<file path="src/rtl/jam_pkg.sv">
// Shared FSM encoding, default datapath sizes and the perm_job slicing helper
// for the job-assignment (JAM) search scheduler.
package jam_pkg;

  localparam int N_DEF     = 8;
  localparam int IW_DEF    = 3;
  localparam int CW_DEF    = 7;
  localparam int SW_DEF    = 10;
  localparam int MW_DEF    = 4;
  localparam int PERM_MAXW = 64;
  localparam int IDX_MAXW  = 8;

  typedef enum logic [2:0] {
    ST_IDLE  = 3'd0,
    ST_REQ   = 3'd1,
    ST_FETCH = 3'd2,
    ST_DRAIN = 3'd3,
    ST_CMP   = 3'd4,
    ST_DONE  = 3'd5
  } state_t;

  // Job index of worker idx inside a packed perm_job vector of iw-bit entries.
  function automatic logic [IDX_MAXW-1:0] perm_slice(
    input logic [PERM_MAXW-1:0] vec,
    input int unsigned          idx,
    input int unsigned          iw
  );
    logic [PERM_MAXW-1:0] w_shift;
    w_shift = vec >> (idx * iw);
    return w_shift[IDX_MAXW-1:0] & ((8'd1 << iw) - 8'd1);
  endfunction

endpackage

</file>
<file path="src/rtl/jam_cost_accum.sv">
// Per-permutation cost accumulator with running minimum and a saturating
// count of permutations that tie at that minimum.
module jam_cost_accum
  import jam_pkg::*;
#(
  parameter int CW = CW_DEF,
  parameter int SW = SW_DEF,
  parameter int MW = MW_DEF
) (
  input  logic          CLK,
  input  logic          RST,
  input  logic          i_clr_all,
  input  logic          i_clr_sum,
  input  logic          i_add,
  input  logic          i_cmp,
  input  logic [CW-1:0] i_cost,
  output logic [SW-1:0] o_min_cost,
  output logic [MW-1:0] o_match_count
);

  localparam logic [MW-1:0] CNT_MAX = {MW{1'b1}};

  logic [SW-1:0] r_sum;
  logic [SW-1:0] r_min;
  logic [MW-1:0] r_cnt;
  logic          r_first;

  // Sum clears while waiting for a permutation; the compare happens once per permutation.
  always_ff @(posedge CLK or posedge RST) begin
    if (RST) begin
      r_sum   <= {SW{1'b0}};
      r_min   <= {SW{1'b1}};
      r_cnt   <= {MW{1'b0}};
      r_first <= 1'b1;
    end else begin
      if (i_clr_sum) begin
        r_sum <= {SW{1'b0}};
      end else if (i_add) begin
        r_sum <= r_sum + SW'(i_cost);
      end
      if (i_clr_all) begin
        r_min   <= {SW{1'b1}};
        r_cnt   <= {MW{1'b0}};
        r_first <= 1'b1;
      end else if (i_cmp) begin
        if (r_first || (r_sum < r_min)) begin
          r_min   <= r_sum;
          r_cnt   <= MW'(1);
          r_first <= 1'b0;
        end else if ((r_sum == r_min) && (r_cnt != CNT_MAX)) begin
          r_cnt <= r_cnt + MW'(1);
        end
      end
    end
  end

  assign o_min_cost    = r_min;
  assign o_match_count = r_cnt;

endmodule

</file>
<file path="src/rtl/jam_perm_scheduler.sv">
// Sequences one complete JAM search: permutation handshake, Cost ROM address
// sweep, cost accumulation and the final result strobe.
module jam_perm_scheduler
  import jam_pkg::*;
#(
  parameter int N  = N_DEF,
  parameter int IW = IW_DEF,
  parameter int CW = CW_DEF,
  parameter int SW = SW_DEF,
  parameter int MW = MW_DEF
) (
  input  logic            CLK,
  input  logic            RST,
  input  logic            start,
  output logic            perm_req,
  input  logic            perm_vld,
  input  logic            perm_last,
  input  logic [N*IW-1:0] perm_job,
  output logic [IW-1:0]   W,
  output logic [IW-1:0]   J,
  input  logic [CW-1:0]   Cost,
  output logic [MW-1:0]   MatchCount,
  output logic [SW-1:0]   MinCost,
  output logic            Valid,
  output logic            busy
);

  localparam logic [IW-1:0] K_LAST = IW'(N - 1);

  state_t          r_state;
  logic [N*IW-1:0] r_perm;
  logic [IW-1:0]   r_k;
  logic [IW-1:0]   r_w;
  logic [IW-1:0]   r_j;
  logic            r_req;
  logic            r_valid;
  logic            r_busy;
  logic            r_last_seen;
  logic            w_accept;
  logic            w_clr_all;
  logic            w_clr_sum;
  logic            w_add;
  logic            w_cmp;

  function automatic logic [IW-1:0] job_of(input logic [N*IW-1:0] vec, input int unsigned k);
    return IW'(perm_slice(PERM_MAXW'(vec), k, IW));
  endfunction

  assign w_accept  = (r_state == ST_REQ) && r_req && perm_vld;
  assign w_clr_all = (r_state == ST_IDLE) && start;
  assign w_clr_sum = (r_state == ST_REQ);
  // Cost lags the address by one cycle, so FETCH k=0 has nothing to add yet.
  assign w_add     = ((r_state == ST_FETCH) && (r_k != {IW{1'b0}})) || (r_state == ST_DRAIN);
  assign w_cmp     = (r_state == ST_CMP);

  // Search sequencer: generator handshake, ROM address sweep and result strobe.
  always_ff @(posedge CLK or posedge RST) begin
    if (RST) begin
      r_state     <= ST_IDLE;
      r_perm      <= {(N*IW){1'b0}};
      r_k         <= {IW{1'b0}};
      r_w         <= {IW{1'b0}};
      r_j         <= {IW{1'b0}};
      r_req       <= 1'b0;
      r_valid     <= 1'b0;
      r_busy      <= 1'b0;
      r_last_seen <= 1'b0;
    end else begin
      r_valid <= 1'b0;
      case (r_state)
        ST_IDLE: begin
          if (start) begin
            r_state <= ST_REQ;
            r_busy  <= 1'b1;
          end
        end
        ST_REQ: begin
          if (w_accept) begin
            r_req       <= 1'b0;
            r_perm      <= perm_job;
            r_last_seen <= perm_last;
            r_k         <= {IW{1'b0}};
            r_w         <= {IW{1'b0}};
            r_j         <= job_of(perm_job, 32'd0);
            r_state     <= ST_FETCH;
          end else begin
            r_req <= 1'b1;
          end
        end
        ST_FETCH: begin
          if (r_k == K_LAST) begin
            r_state <= ST_DRAIN;
          end else begin
            r_k <= r_k + IW'(1);
            r_w <= r_k + IW'(1);
            r_j <= job_of(r_perm, 32'(r_k) + 32'd1);
          end
        end
        ST_DRAIN: r_state <= ST_CMP;
        ST_CMP: begin
          if (r_last_seen) begin
            r_state <= ST_DONE;
            r_valid <= 1'b1;
          end else begin
            r_state <= ST_REQ;
          end
        end
        ST_DONE: begin
          r_state <= ST_IDLE;
          r_busy  <= 1'b0;
        end
        default: begin
          r_state <= ST_IDLE;
          r_req   <= 1'b0;
          r_busy  <= 1'b0;
        end
      endcase
    end
  end

  jam_cost_accum #(
    .CW(CW),
    .SW(SW),
    .MW(MW)
  ) u_accum (
    .CLK          (CLK),
    .RST          (RST),
    .i_clr_all    (w_clr_all),
    .i_clr_sum    (w_clr_sum),
    .i_add        (w_add),
    .i_cmp        (w_cmp),
    .i_cost       (Cost),
    .o_min_cost   (MinCost),
    .o_match_count(MatchCount)
  );

  assign perm_req = r_req;
  assign W        = r_w;
  assign J        = r_j;
  assign Valid    = r_valid;
  assign busy     = r_busy;

endmodule

</file>
<file path="config.mk">
export PLATFORM = sky130hd
export DESIGN_NAME = jam_perm_scheduler
export DESIGN_NICKNAME = d
export VERILOG_FILES = /design/src/rtl/jam_pkg.sv /design/src/rtl/jam_cost_accum.sv /design/src/rtl/jam_perm_scheduler.sv
export SDC_FILE = /design/constraint.sdc
export NUM_CORES = 1
export LEC_CHECK = 0
export BUFFER_PORTS_ARGS = -buffer_cell sky130_fd_sc_hd__buf_2
export CAP_MARGIN = 15
export CORE_MARGIN = 8
export CORE_UTILIZATION = 47
export CTS_CLUSTER_SIZE = 30
export DETAILED_ROUTE_END_ITERATION = 16
export GPL_TIMING_DRIVEN = 0
export MAX_ROUTING_LAYER = met4
export PLACE_DENSITY = 0.79
export SETUP_SLACK_MARGIN = 0.15
export SLEW_MARGIN = 30
export SYNTH_ARGS = -nofsm -noshare
export SYNTH_HDL_FRONTEND = slang
export SYNTH_SLANG_ARGS = --single-unit
</file>
<file path="constraint.sdc">
create_clock -name CLK -period 3.25 [get_ports CLK]
set_input_delay 0.65 -clock CLK [delete_from_list [all_inputs] [get_ports CLK]]
set_output_delay 0.65 -clock CLK [all_outputs]
set_load 0.02 [all_outputs]
</file>
## Word-level counts from Yosys, hierarchy flattened

Cells that the tools add are included.

- Register bits after elaboration: 62
- Bits of input ports: 36

- Multiply operators: 1
- Equal/unequal tests: 12
- Shift operators: 1
- Bitwise operators: 1
- Mux-type cells: 29
- Reduce and logical (&&, ||, !) cells: 22
- Order comparisons: 1
- $add $sub $neg: 4

Operators with widths:

| operator | number |
|---|---|
| 2-to-1 mux 10 bit | 5 |
| 2-to-1 mux 3 bit | 8 |
| >> shifter 24 x 6 -> 3 bit | 1 |
| 2-to-1 mux 4 bit | 4 |
| one-hot mux 3 bit (5 select lines) | 1 |
| one-hot mux 3 bit (2 select lines) | 2 |
| adder 10 x 7 -> 10 bit | 1 |
| equality test 10 bit | 1 |
| < comparator 10 bit | 1 |
| equality test 3 bit (second input constant) | 3 |
| AND reduction 2 bit | 4 |
| nonzero test 2 bit | 4 |
| 2-to-1 mux 1 bit | 7 |
| equality test 3 x 2 -> 1 bit (second input constant) | 2 |
| multiplier 4 x 2 -> 6 bit (second input constant) | 1 |
| != test 2 bit (second input constant) | 3 |
| AND reduction 3 bit | 2 |
| nonzero test 3 bit | 2 |
| logical AND 1 bit | 5 |
| OR reduction 5 bit | 1 |
| adder 3 x 1 -> 4 bit (second input constant) | 1 |
| adder 4 x 1 -> 4 bit (second input constant) | 1 |
| != test 4 bit (second input constant) | 1 |
| one-hot mux 1 bit (2 select lines) | 2 |
| 7 further kinds | 8 |

## Depth between registers and ports, before layout

Gate-level depths: netlist (run 1).

- Depth after elaboration: 6
- Gate-level depth with buffers: 8
- Depth with buffers taken out: 7

## Modules after synthesis

Synthesis (run 1) repeated with hierarchy kept, for this count alone.

- Cells, all modules: 327
- Area total of the unflattened synthesis: 3,367.0 µm²

Modules (own cells, without submodules):

| module | cells an instance | times used | area each (µm²) |
|---|---|---|---|
| jam_cost_accum | 188 | 1 | 1,719.1 |
| jam_perm_scheduler | 139 | 1 | 1,647.8 |

## Worst setup path before layout (run 1)

OpenSTA, ideal clock, no wires.

- Path type: register to register
- Start: reg u_accum.r_min[3] (netlist: u_accum.o_min_cost[3])
- End: reg u_accum.r_cnt[0] (netlist: u_accum.o_match_count[0])
- Setup time: 0.128 ns
- Path buffers: 0
- Slack: 0.699 ns
- Stages on the path, launching flop included: 8
- Data required time: 3.122 ns
- Arrival: 2.424 ns
- Cells stage by stage: dfstp_2 -> inv_1 -> ha_1 -> a21o_1 -> a221o_1 -> a2111o_1 -> a31oi_4 -> mux2_1

- Longest elaborated chain between the ends: 5
- Elaborated cells on any way between the ends: 9
- Classes of those cells: order compare: 1; eq/ne: 1; mux: 3; reduce/logical: 4

Ends and longest elaborated chain:

| element | line | RTL |
|---|---|---|
| start, declared | jam_cost_accum.sv:24 | `logic [SW-1:0] r_min;` |
| start signal, assigned | jam_cost_accum.sv:32 | `r_min <= {SW{1'b1}};` |
| start signal, assigned | jam_cost_accum.sv:42 | `r_min <= {SW{1'b1}};` |
| start signal, assigned | jam_cost_accum.sv:47 | `r_min <= r_sum;` |
| < comparator 10 bit | jam_cost_accum.sv:46 | `if (r_first \|\| (r_sum < r_min)) begin` |
| logical OR 1 bit | jam_cost_accum.sv:46 |  |
| 2-to-1 mux 4 bit | jam_cost_accum.sv:46 |  |
| 2-to-1 mux 4 bit | jam_cost_accum.sv:45 | `end else if (i_cmp) begin` |
| 2-to-1 mux 4 bit | jam_cost_accum.sv:41 | `if (i_clr_all) begin` |
| end signal, assigned | jam_cost_accum.sv:33 | `r_cnt <= {MW{1'b0}};` |
| end signal, assigned | jam_cost_accum.sv:43 | `r_cnt <= {MW{1'b0}};` |
| end signal, assigned | jam_cost_accum.sv:51 | `r_cnt <= r_cnt + MW'(1);` |
| end, declared | jam_cost_accum.sv:25 | `logic [MW-1:0] r_cnt;` |

Parallel ways exist; a longest one is shown, timed or not. The select of a mux whose other input is x is not followed.
A chain may end at the register's enable or synchronous reset.

## Final worst setup path (run 1)

Ends and elaborated chain as after synthesis.

==> impl_metrics.yaml, run 1 <==
final_layout:
  ff_latch_area_mm2: 0.001490
  syn_to_final_growth_pct: 18.51
  nets: 420
  drive_above_1_share_pct: 35.97
  fill_cells: 583
  antenna_cells: 0
  multiInputGateArea_mm2: 0.001599
cts:
  cts.clk_slew.worst_paths_ns: 0.07
  cts_setup_buffers: 0
  clockRootBuffer: "clkbuf_8"
  cts_resized: 0
  ctsLongestPathBuffers: 2
  clkLatencyLatePin_ns: 0.34
  clock_sinks: 59
  htreeDepth: 3
  cts_tree: "done"
  holdBufCountCts: 0
  cts_inserted_buffers: 9
drt:
  ant_nets: 0
  post-route-drc-count: 0
  viasPerCell: 5.423
  drt_iter0_drc: 87
  num_vias: 2424
  drt-total-wl_um: 6830
  drt-wirelength-per-cell_um: 15.28
  drtPass1Iterations: 4
sta:
  fin_skew_ns: 0.007084
  tightest_slew_ns: 0.6890
  relSlewSlack_pct: 53.58
  fin_crit_sh_pct: 81.29
  holdWs_ns: 0.2951
  setup_tns_ns: 0
  fmaxAchievable_mhz: 378.5
  setup_viol: 0
  maxSlewViolCount: 0
  finalCriticalPeriod_ns: 2.642
  rsz0062_at_grt: "false"
  hold_viol_final: 0
grt:
  grt_usage_pct: 15.41
  antenna_found_initial: 0
  overflow: 0
  grt_start_max_net_pins: 31
  grt_pass1_vias: 2558
  grt_pass1_wl_um: 11760
synth:
  ys_warn_count: 0
  synth-async-reset-ratio_pct: 100.0
  syn-num-nets: 350
  synth_seq_cells: 59
  synth_cell_type_count: 51
  synthTopCellsByArea: "dfrtp_1 (37%), mux2_2 (9.1%), dfstp_2 (9.0%)"
  syn_area_per_cell_um2: 11.02
  synth_area_mm2: 0.003218
  yosysMostFrequentCell: "dfrtp_1"
  synth_edf_count: 0
  synth_top_cell_by_area: "dfrtp_1"
  ys_seq_area_share_pct: 46.31
  synth_commonest_cells: "dfrtp_1 (48), mux2_2 (26), inv_1 (22), nor2_1 (22), ha_1 (21)"
  syn_inst: 292
  synth_top_area_share_pct: 37.33
  ys.flop_type: "dfrtp_1"
critical_path:
  start_kind: "flop"
  endpoint_kind: "flop"
  worstPathRequired_ns: 3.47
  worstPathMaxFanout: 7
  critPathKind: "reg2reg"
  worstPathArrival_ns: 2.86
power_and_ir_drop:
  ir_drop_mv: 0.4824
  power_leakage_uw: 0.001825
  p_per_area_mw_per_mm2: 956.3
die:
  io_pins: 59
  fp.dieW_um: 98.75
  rows: 30
  die_area_mm2: 0.009751
  initial_utilization_pct: 47.90
  die_y_um: 98.75
  core_area_mm2: 0.006719
flow_run:
  maxCapViolations: 0
min_path:
  holdCritPathClass: "in2async"
placement:
  hpwl_um: 5273
  port_buffers: 58
  gp_congestion: 0.8408
status:
  status: "finished, final reports clean"
[where the power goes]
group          total, µW  leakage (µW)  internal (µW)  switching [µW]
clock                612     0.0000965            337             275
combinational       1740       0.00101            787             949
sequential          1300      0.000714           1090             211
[routing by layer]
layer / track usage, % / vias up / wire (µm) / part of all wire (%)
met2: 26.30 / 69 / 3319 / 49
met1: 16.70 / 1168 / 3055 / 45
met5: - / - / 0 / 0
li1: - / 1182 / - / -
met4: 4.723 / 0 / 76 / 1.1
met3: 4.933 / 5 / 379 / 5.5
[state kept, by name, indices dropped and copies added (netlist names)]
name	count
r_last_seen	1
u_accum.o_min_cost	10
Valid	1
r_state	3
W	3
perm_req	1
u_accum.r_first	1
u_accum.o_match_count	4
J	3
r_perm	21
u_accum.r_sum	10
busy	1
[path summary, 6_finish.rpt]
path | startpoint | to | slack [ns] | cells past startpoint
min reg2reg | J[2] | J[2] | 0.49 | 2
max in group asynchronous | RST | u_accum.o_min_cost[9] | 2.39 | 3
max reg2reg | u_accum.o_min_cost[3] | u_accum.o_match_count[0] | 0.61 | 7
min | RST | r_perm[20] | 0.30 | 2
min in group CLK | J[2] | J[2] | 0.49 | 2
max | u_accum.o_min_cost[3] | u_accum.o_match_count[0] | 0.61 | 7
[per-stage QoR]
step	total power, µW	util [%]	instances	area (µm²)	setup slack, ns
after floorplan	2604	-	292	3218	0.6989
after global placement	2972	53.71	430	3608	0.4155
after detailed placement	3052	54.04	431	3631	0.6109
after CTS	3684	56.76	447	3814	0.5984
after global routing	3965	56.76	447	3814	0.5194
final	3647	56.76	447	3814	0.6082
[area by class of cell]
cell class                      instances  share of cell area [%]
Buffer                                  9                   1.214
Clock buffer                           14                   4.528
Clock inverter                          2                  0.2625
Inverter                               22                   2.231
Multi-Input combinational cell        202                   41.93
Sequential cell                        59                   39.07
Tap cell                               80                   2.625
Timing Repair Buffer                   59                   8.136
[logic make-up (layout without fill, tap and decap cells)]
logic type      count (synthesis)  count (layout)  share of synthesized area, %
mux                            42              42                         15.44
xor+xnor                        6               6                         1.633
compound gates                 53              53                         11.12
buf+inv                        31             106                         4.005
flops                          59              59                         46.31
fa+ha+maj                      22              22                         8.787
simple gates                   79              79                         12.71
[critical path, cell delays in order, from the launching register on]
cell	delay (ns)
dfstp_2	0.53
inv_1	0.05
ha_1	0.31
a21o_1	0.17
a221o_1	0.33
a2111o_1	0.56
a31oi_4	0.24
mux2_1	0.34
[cell usage in the layout (no fill, tap or decap), types with 3 or more instances in the layout]
cell / Yosys / layout
a22oi_1: 4 / 4
dfrtp_1: 48 / 48
dfstp_2: 11 / 11
clkbuf_1: 4 / 6
o21ai_0: 16 / 16
nand3_1: 14 / 14
a211oi_1: 4 / 4
clkbuf_8: 0 / 12
nor3_1: 3 / 3
nor2b_1: 3 / 3
inv_1: 22 / 21
or2_2: 3 / 3
nor2_1: 22 / 22
xnor2_1: 3 / 3
mux4_2: 3 / 3
a21oi_1: 11 / 11
nand4_1: 3 / 3
buf_2: 4 / 62
ha_1: 21 / 21
nor3b_1: 5 / 5
nand2_1: 13 / 13
mux2_2: 26 / 26
mux2i_1: 11 / 11
xor2_1: 3 / 3
(Power assumes the default switching activity.)
==> run 2, diff against run 1 <==
- PLACE_DENSITY: 0.79 -> 0.82
- clock period: 3.25 -> 2.1 ns (I/O delays scaled with it)
==> run 2 against run 1 <==
Against the previous run: the run now ends with setup timing left; cell area increased by 4.7%; largest cell class unchanged; register-to-register slack worse by 0.98 ns; power increased by 66%; via count is 1.1% higher; die area unchanged; critical path type unchanged; worst setup slack lost 0.98 ns; first-iteration DRC count is 18% higher; core utilization rose by 2.7 points; combinational power grew 78%; sequential power up 57%; largest power group unchanged.
==> impl_metrics.yaml, run 2 (synthesis results as in run 1) <==
status:
  status: "complete, but fails checks"
  violations: "setup timing"
drt:
  num_vias: 2450
  drt-wirelength-per-cell_um: 16.13
  ant_nets: 0
  drt_iter0_drc: 103
  post-route-drc-count: 0
  viasPerCell: 5.361
  drtPass1Iterations: 4
  drt-total-wl_um: 7370
final_layout:
  layout_commonest_cell: "buf_2"
  largest_register_ffs: 21
  largest-register: "r_perm"
  antenna_cells: 0
  multiInputGateArea_mm2: 0.001697
  syn_to_final_growth_pct: 24.07
  nets: 430
  drive_above_1_share_pct: 41.91
  layout_common_cells: "buf_2 (59), dfrtp_1 (47), mux2_2 (26), nor2_1 (21)"
  ff_latch_area_mm2: 0.001491
  fill_cells: 565
  postLayoutCoreUtil_pct: 59.42
power_and_ir_drop:
  power_leakage_uw: 0.001883
  ir_drop_mv: 0.7655
  power_uw: 6039
  p_per_area_mw_per_mm2: 1512
critical_path:
  crit_chain: "inv_2 > ha_4 > a21o_1 > a221o_1 > a2111o_1 > a31oi_4 > mux2_4"
  start_kind: "flop"
  cp_slowest_cell: "dfstp_2"
  worstPathMaxFanout: 4
  worstPathArrival_ns: 2.70
  critPathKind: "reg2reg"
  max_stage_delay_ns: 0.54
  worstPathRequired_ns: 2.32
  endpoint_kind: "flop"
die:
  die_y_um: 98.75
  io_pins: 59
  initial_utilization_pct: 47.90
  die_area_mm2: 0.009751
  rows: 30
  core_area_mm2: 0.006719
  fp.dieW_um: 98.75
cts:
  clkLatencyLatePin_ns: 0.33
  clock_sinks: 59
  cts.clk_slew.worst_paths_ns: 0.07
  holdBufCountCts: 0
  cts_inserted_buffers: 9
  clockRootBuffer: "clkbuf_8"
  ctsLongestPathBuffers: 2
  htreeDepth: 3
  cts_tree: "done"
sta:
  setup_viol: 14
  tightest_slew_ns: 0.8725
  rsz0062_at_grt: "true"
  fin_skew_ns: 0.008940
  fmaxAchievable_mhz: 404.0
  fin_crit_sh_pct: 117.9
  holdWs_ns: 0.06845
  hold_viol_final: 0
  finalCriticalPeriod_ns: 2.475
  setup_ws_ns: -0.3750
  maxSlewViolCount: 0
  relSlewSlack_pct: 41.22
grt:
  grt_start_max_net_pins: 34
  overflow: 0
  grt_pass1_wl_um: 12190
  grt_pass1_vias: 2615
  grt_usage_pct: 16.09
  antenna_found_initial: 0
placement:
  hpwl_um: 5411
  gp_congestion: 0.8735
  port_buffers: 58
flow_run:
  maxCapViolations: 0
min_path:
  holdCritPathClass: "in2async"
==> run 2: cell count changes in the layout (fill, tap and decap cells not counted), sizes merged <==
cell,before,now
buf,64,74
clkbuf,18,17
clkinv,2,3
==> run 2: worst paths after layout <==
| check | from | endpoint | slack, ns | depth (start not counted) |
|---|---|---|---|---|
| hold / removal | RST | r_perm[19] | 0.07 | 2 |
| setup / recovery | u_accum.o_min_cost[3] | u_accum.o_match_count[1] | -0.38 | 7 |
| hold reg to reg | J[2] | J[2] | 0.48 | 2 |
| max in group asynchronous | RST | u_accum.r_first | 1.47 | 3 |
| min in group CLK | perm_job[14] | r_perm[14] | 0.32 | 2 |
| setup reg to reg | u_accum.o_min_cost[3] | u_accum.o_match_count[1] | -0.38 | 7 |
==> run 2: worst max-delay path, delay by kind of cell (launching register included) <==
kind / cells / cell delay, ns
muxes: 1 / 0.32
buffers and inverters: 1 / 0.05
adders and majority gates: 1 / 0.23
DFF: 1 / 0.54
AOI/OAI and AO/OA: 4 / 1.21
==> run 2: area by class of cell <==
class                           instances  share of cell area, %
Clock buffer                           13                  3.729
Timing Repair Buffer                   69                  9.934
Inverter                               22                  2.131
Sequential cell                        59                  37.36
Buffer                                  9                  1.473
Clock inverter                          3                 0.3761
Multi-Input combinational cell        202                  42.49
Tap cell                               80                  2.507
==> run 2: metal layers <==
layer	vias up	wire [µm]	track usage (%)	part of all wire, %
met2	70	3724	27.44	51
met1	1168	3253	17.88	44
met5	-	0	-	0
li1	1204	-	-	-
met3	8	316	4.863	4.3
met4	0	76	4.250	1.0
==> run 2: stage by stage <==
stage,worst slack [ns],setup TNS (ns),instance area (µm²),std cells
after detailed placement,-0.4159,-6.075,3676,431
after CTS,-0.3898,-4.630,3896,451
after global placement,-0.5392,-31.28,3654,430
final,-0.3750,-4.316,3993,457
after floorplan,-0.3515,-3.428,3263,292
after global routing,-0.4313,-5.381,3993,457
==> run 2: report_power, final <==
group	internal, µW	switching, µW
combinational	1480	1630
clock	456	440
sequential	1690	354
==> run 2: timing repair <==
| action | in CTS | in global routing |
|---|---|---|
| setup buffers | 4 | 5 |
| cloned | 0 | 1 |
| setup endpoints to repair | 42 | 44 |
| pin swaps | 3 | 3 |
| gates resized for setup | 8 | 13 |
==> run 3, diff against run 2 <==
- MAX_ROUTING_LAYER: met4 -> default
==> run 3 against run 2 <==
Against the previous run: the flow still finishes with violations (setup timing); worst setup slack better by 0.0013 ns; via count up 1.1%; critical path type unchanged; critical path depth unchanged; power up 0.76%; final cell count up 0.44%; clock skew down 0.00055 ns; sequential power about the same; clock power up 1%; non-clock buffer count up 2; wire length up 1.3%; register-to-register slack about the same; highest routed layer unchanged.
==> impl_metrics.yaml, run 3 (synthesis results as in run 1) <==
status:
  status: "complete, but fails checks"
  violations: "setup timing"
sta:
  fin_crit_sh_pct: 117.8
  fin_skew_ns: 0.008387
  rsz0062_at_grt: "true"
  relSlewSlack_pct: 41.53
  fmaxAchievable_mhz: 404.2
  tightest_slew_ns: 0.8679
  hold_viol_final: 0
  setup_ws_ns: -0.3738
  setup_viol: 14
  finalCriticalPeriod_ns: 2.474
  holdWs_ns: 0.06147
  maxSlewViolCount: 0
grt:
  grt_usage_pct: 15.64
  antenna_found_initial: 0
  grt_pass1_wl_um: 12180
  grt_start_max_net_pins: 34
  grt_pass1_vias: 2618
  overflow: 0
power_and_ir_drop:
  power_leakage_uw: 0.001897
  comb_power_share_pct: 51.5
  p_seq_share_pct: 33.6
  p_sw_uw: 2445
  ir_drop_mv: 0.7783
  swShare_pct: 40.19
  power.internal_uw: 3640
  p_per_area_mw_per_mm2: 1518
  p_clk_share_pct: 14.9
cts:
  clock_sinks: 59
  clockRootBuffer: "clkbuf_8"
  cts.clk_slew.worst_paths_ns: 0.07
  clkLatencyLatePin_ns: 0.34
  cts_tree: "done"
  cts_inserted_buffers: 9
  htreeDepth: 3
  ctsLongestPathBuffers: 2
die:
  fp.dieW_um: 98.75
  rows: 30
  die_area_mm2: 0.009751
  io_pins: 59
  initial_utilization_pct: 47.90
  die_y_um: 98.75
  core_area_mm2: 0.006719
placement:
  port_buffers: 58
  gp_congestion: 0.8596
  hpwl_um: 5411
  dp_cells: 431
  post-place-ws_ns: -0.4159
min_path:
  holdCritPathClass: "in2async"
critical_path:
  worstPathArrival_ns: 2.70
  worstPathMaxFanout: 4
  start_kind: "flop"
  crit_chain: "inv_2 > ha_4 > a21o_1 > a221o_1 > a2111o_1 > a31oi_4 > mux2_4"
  critPathKind: "reg2reg"
  endpoint_kind: "flop"
  worstPathRequired_ns: 2.33
  cp_slowest_cell: "dfstp_2"
  max_stage_delay_ns: 0.54
drt:
  drt-wirelength-per-cell_um: 16.27
  drtPass1Iterations: 5
  ant_nets: 0
  drt-total-wl_um: 7469
  post-route-drc-count: 0
  num_vias: 2476
  drt_iter0_drc: 122
  viasPerCell: 5.394
final_layout:
  postLayoutCoreUtil_pct: 59.66
  drive_above_1_share_pct: 42.48
  fill_cells: 563
  layout_common_cells: "buf_2 (59), dfrtp_1 (47), mux2_2 (26), nor2_1 (21)"
  instances_no_fill: 459
  nets: 432
  largest-register: "r_perm"
  syn_to_final_growth_pct: 24.57
  antenna_cells: 0
  layout_commonest_cell: "buf_2"
  largest_register_ffs: 21
flow_run:
  maxCapViolations: 0
[run 3: path summary, 6_finish.rpt]
check	cells past startpoint	start	to	slack, ns
max in group asynchronous	3	RST	u_accum.r_first	1.48
hold / removal	2	RST	r_perm[19]	0.06
min in group CLK	2	perm_job[18]	r_perm[18]	0.31
setup reg to reg	7	u_accum.o_min_cost[3]	u_accum.o_match_count[1]	-0.37
setup / recovery	7	u_accum.o_min_cost[3]	u_accum.o_match_count[1]	-0.37
hold reg to reg	2	J[2]	J[2]	0.48
[run 3: worst max-delay path: cells and delay by family (launching register included)]
kind            cells  cell delay [ns]
buf+inv             1             0.05
compound gates      4             1.21
fa+ha+maj           1             0.23
mux                 1             0.32
flops               1             0.54
[run 3: area by class of cell]
| type | instances | area (µm²) | share of cell area, % |
|---|---|---|---|
| plain buffers | 9 | 60.06 | 1.498 |
| clock buffers | 13 | 148.9 | 3.714 |
| clock inverters | 3 | 15.01 | 0.3745 |
| inverters | 22 | 85.08 | 2.122 |
| multi-input cells | 202 | 1697 | 42.32 |
| flip-flops and latches | 59 | 1491 | 37.20 |
| well taps | 80 | 100.1 | 2.497 |
| repair buffers | 71 | 411.6 | 10.27 |
[run 3: timing repair]
action                                  in CTS  in global routing
pin swaps                                    3                  3
gates resized for setup                      8                 15
hold buffers                                 0                  0
cloned                                       0                  1
endpoints found under the setup margin      42                 44
buffers inserted                             4                  7
[run 3: power by group through the flow]
stage          Combinational [µW]  Clock [µW]  Sequential (µW)
6_report                     3130         905             2050
5_1_grt                      3460         976             2120
4_1_cts                      2920         916             2050
3_5_place_dp                 2790           0             2060
3_3_place_gp                 2670           0             2020
2_1_floorplan                1940           0             2170
[run 3: per-stage QoR]
step | total power, µW | area (µm²) | setup TNS, ns
global placement | 4692 | 3654 | -31.28
floorplan | 4113 | 3263 | -3.428
global route | 6550 | 4009 | -5.380
detailed placement | 4851 | 3676 | -6.075
CTS | 5886 | 3896 | -4.630
finish | 6085 | 4009 | -4.304
[run 3: routing by layer]
| layer | vias up | routed length (µm) | part of all wire (%) | global-route usage [%] |
|---|---|---|---|---|
| met5 | - | 0 | 0 | 0 |
| met4 | 0 | 72 | 0.96 | 4.250 |
| met3 | 7 | 352 | 4.7 | 5.426 |
| met2 | 61 | 3787 | 51 | 27.39 |
| met1 | 1198 | 3256 | 44 | 17.53 |
| li1 | 1210 | - | - | - |
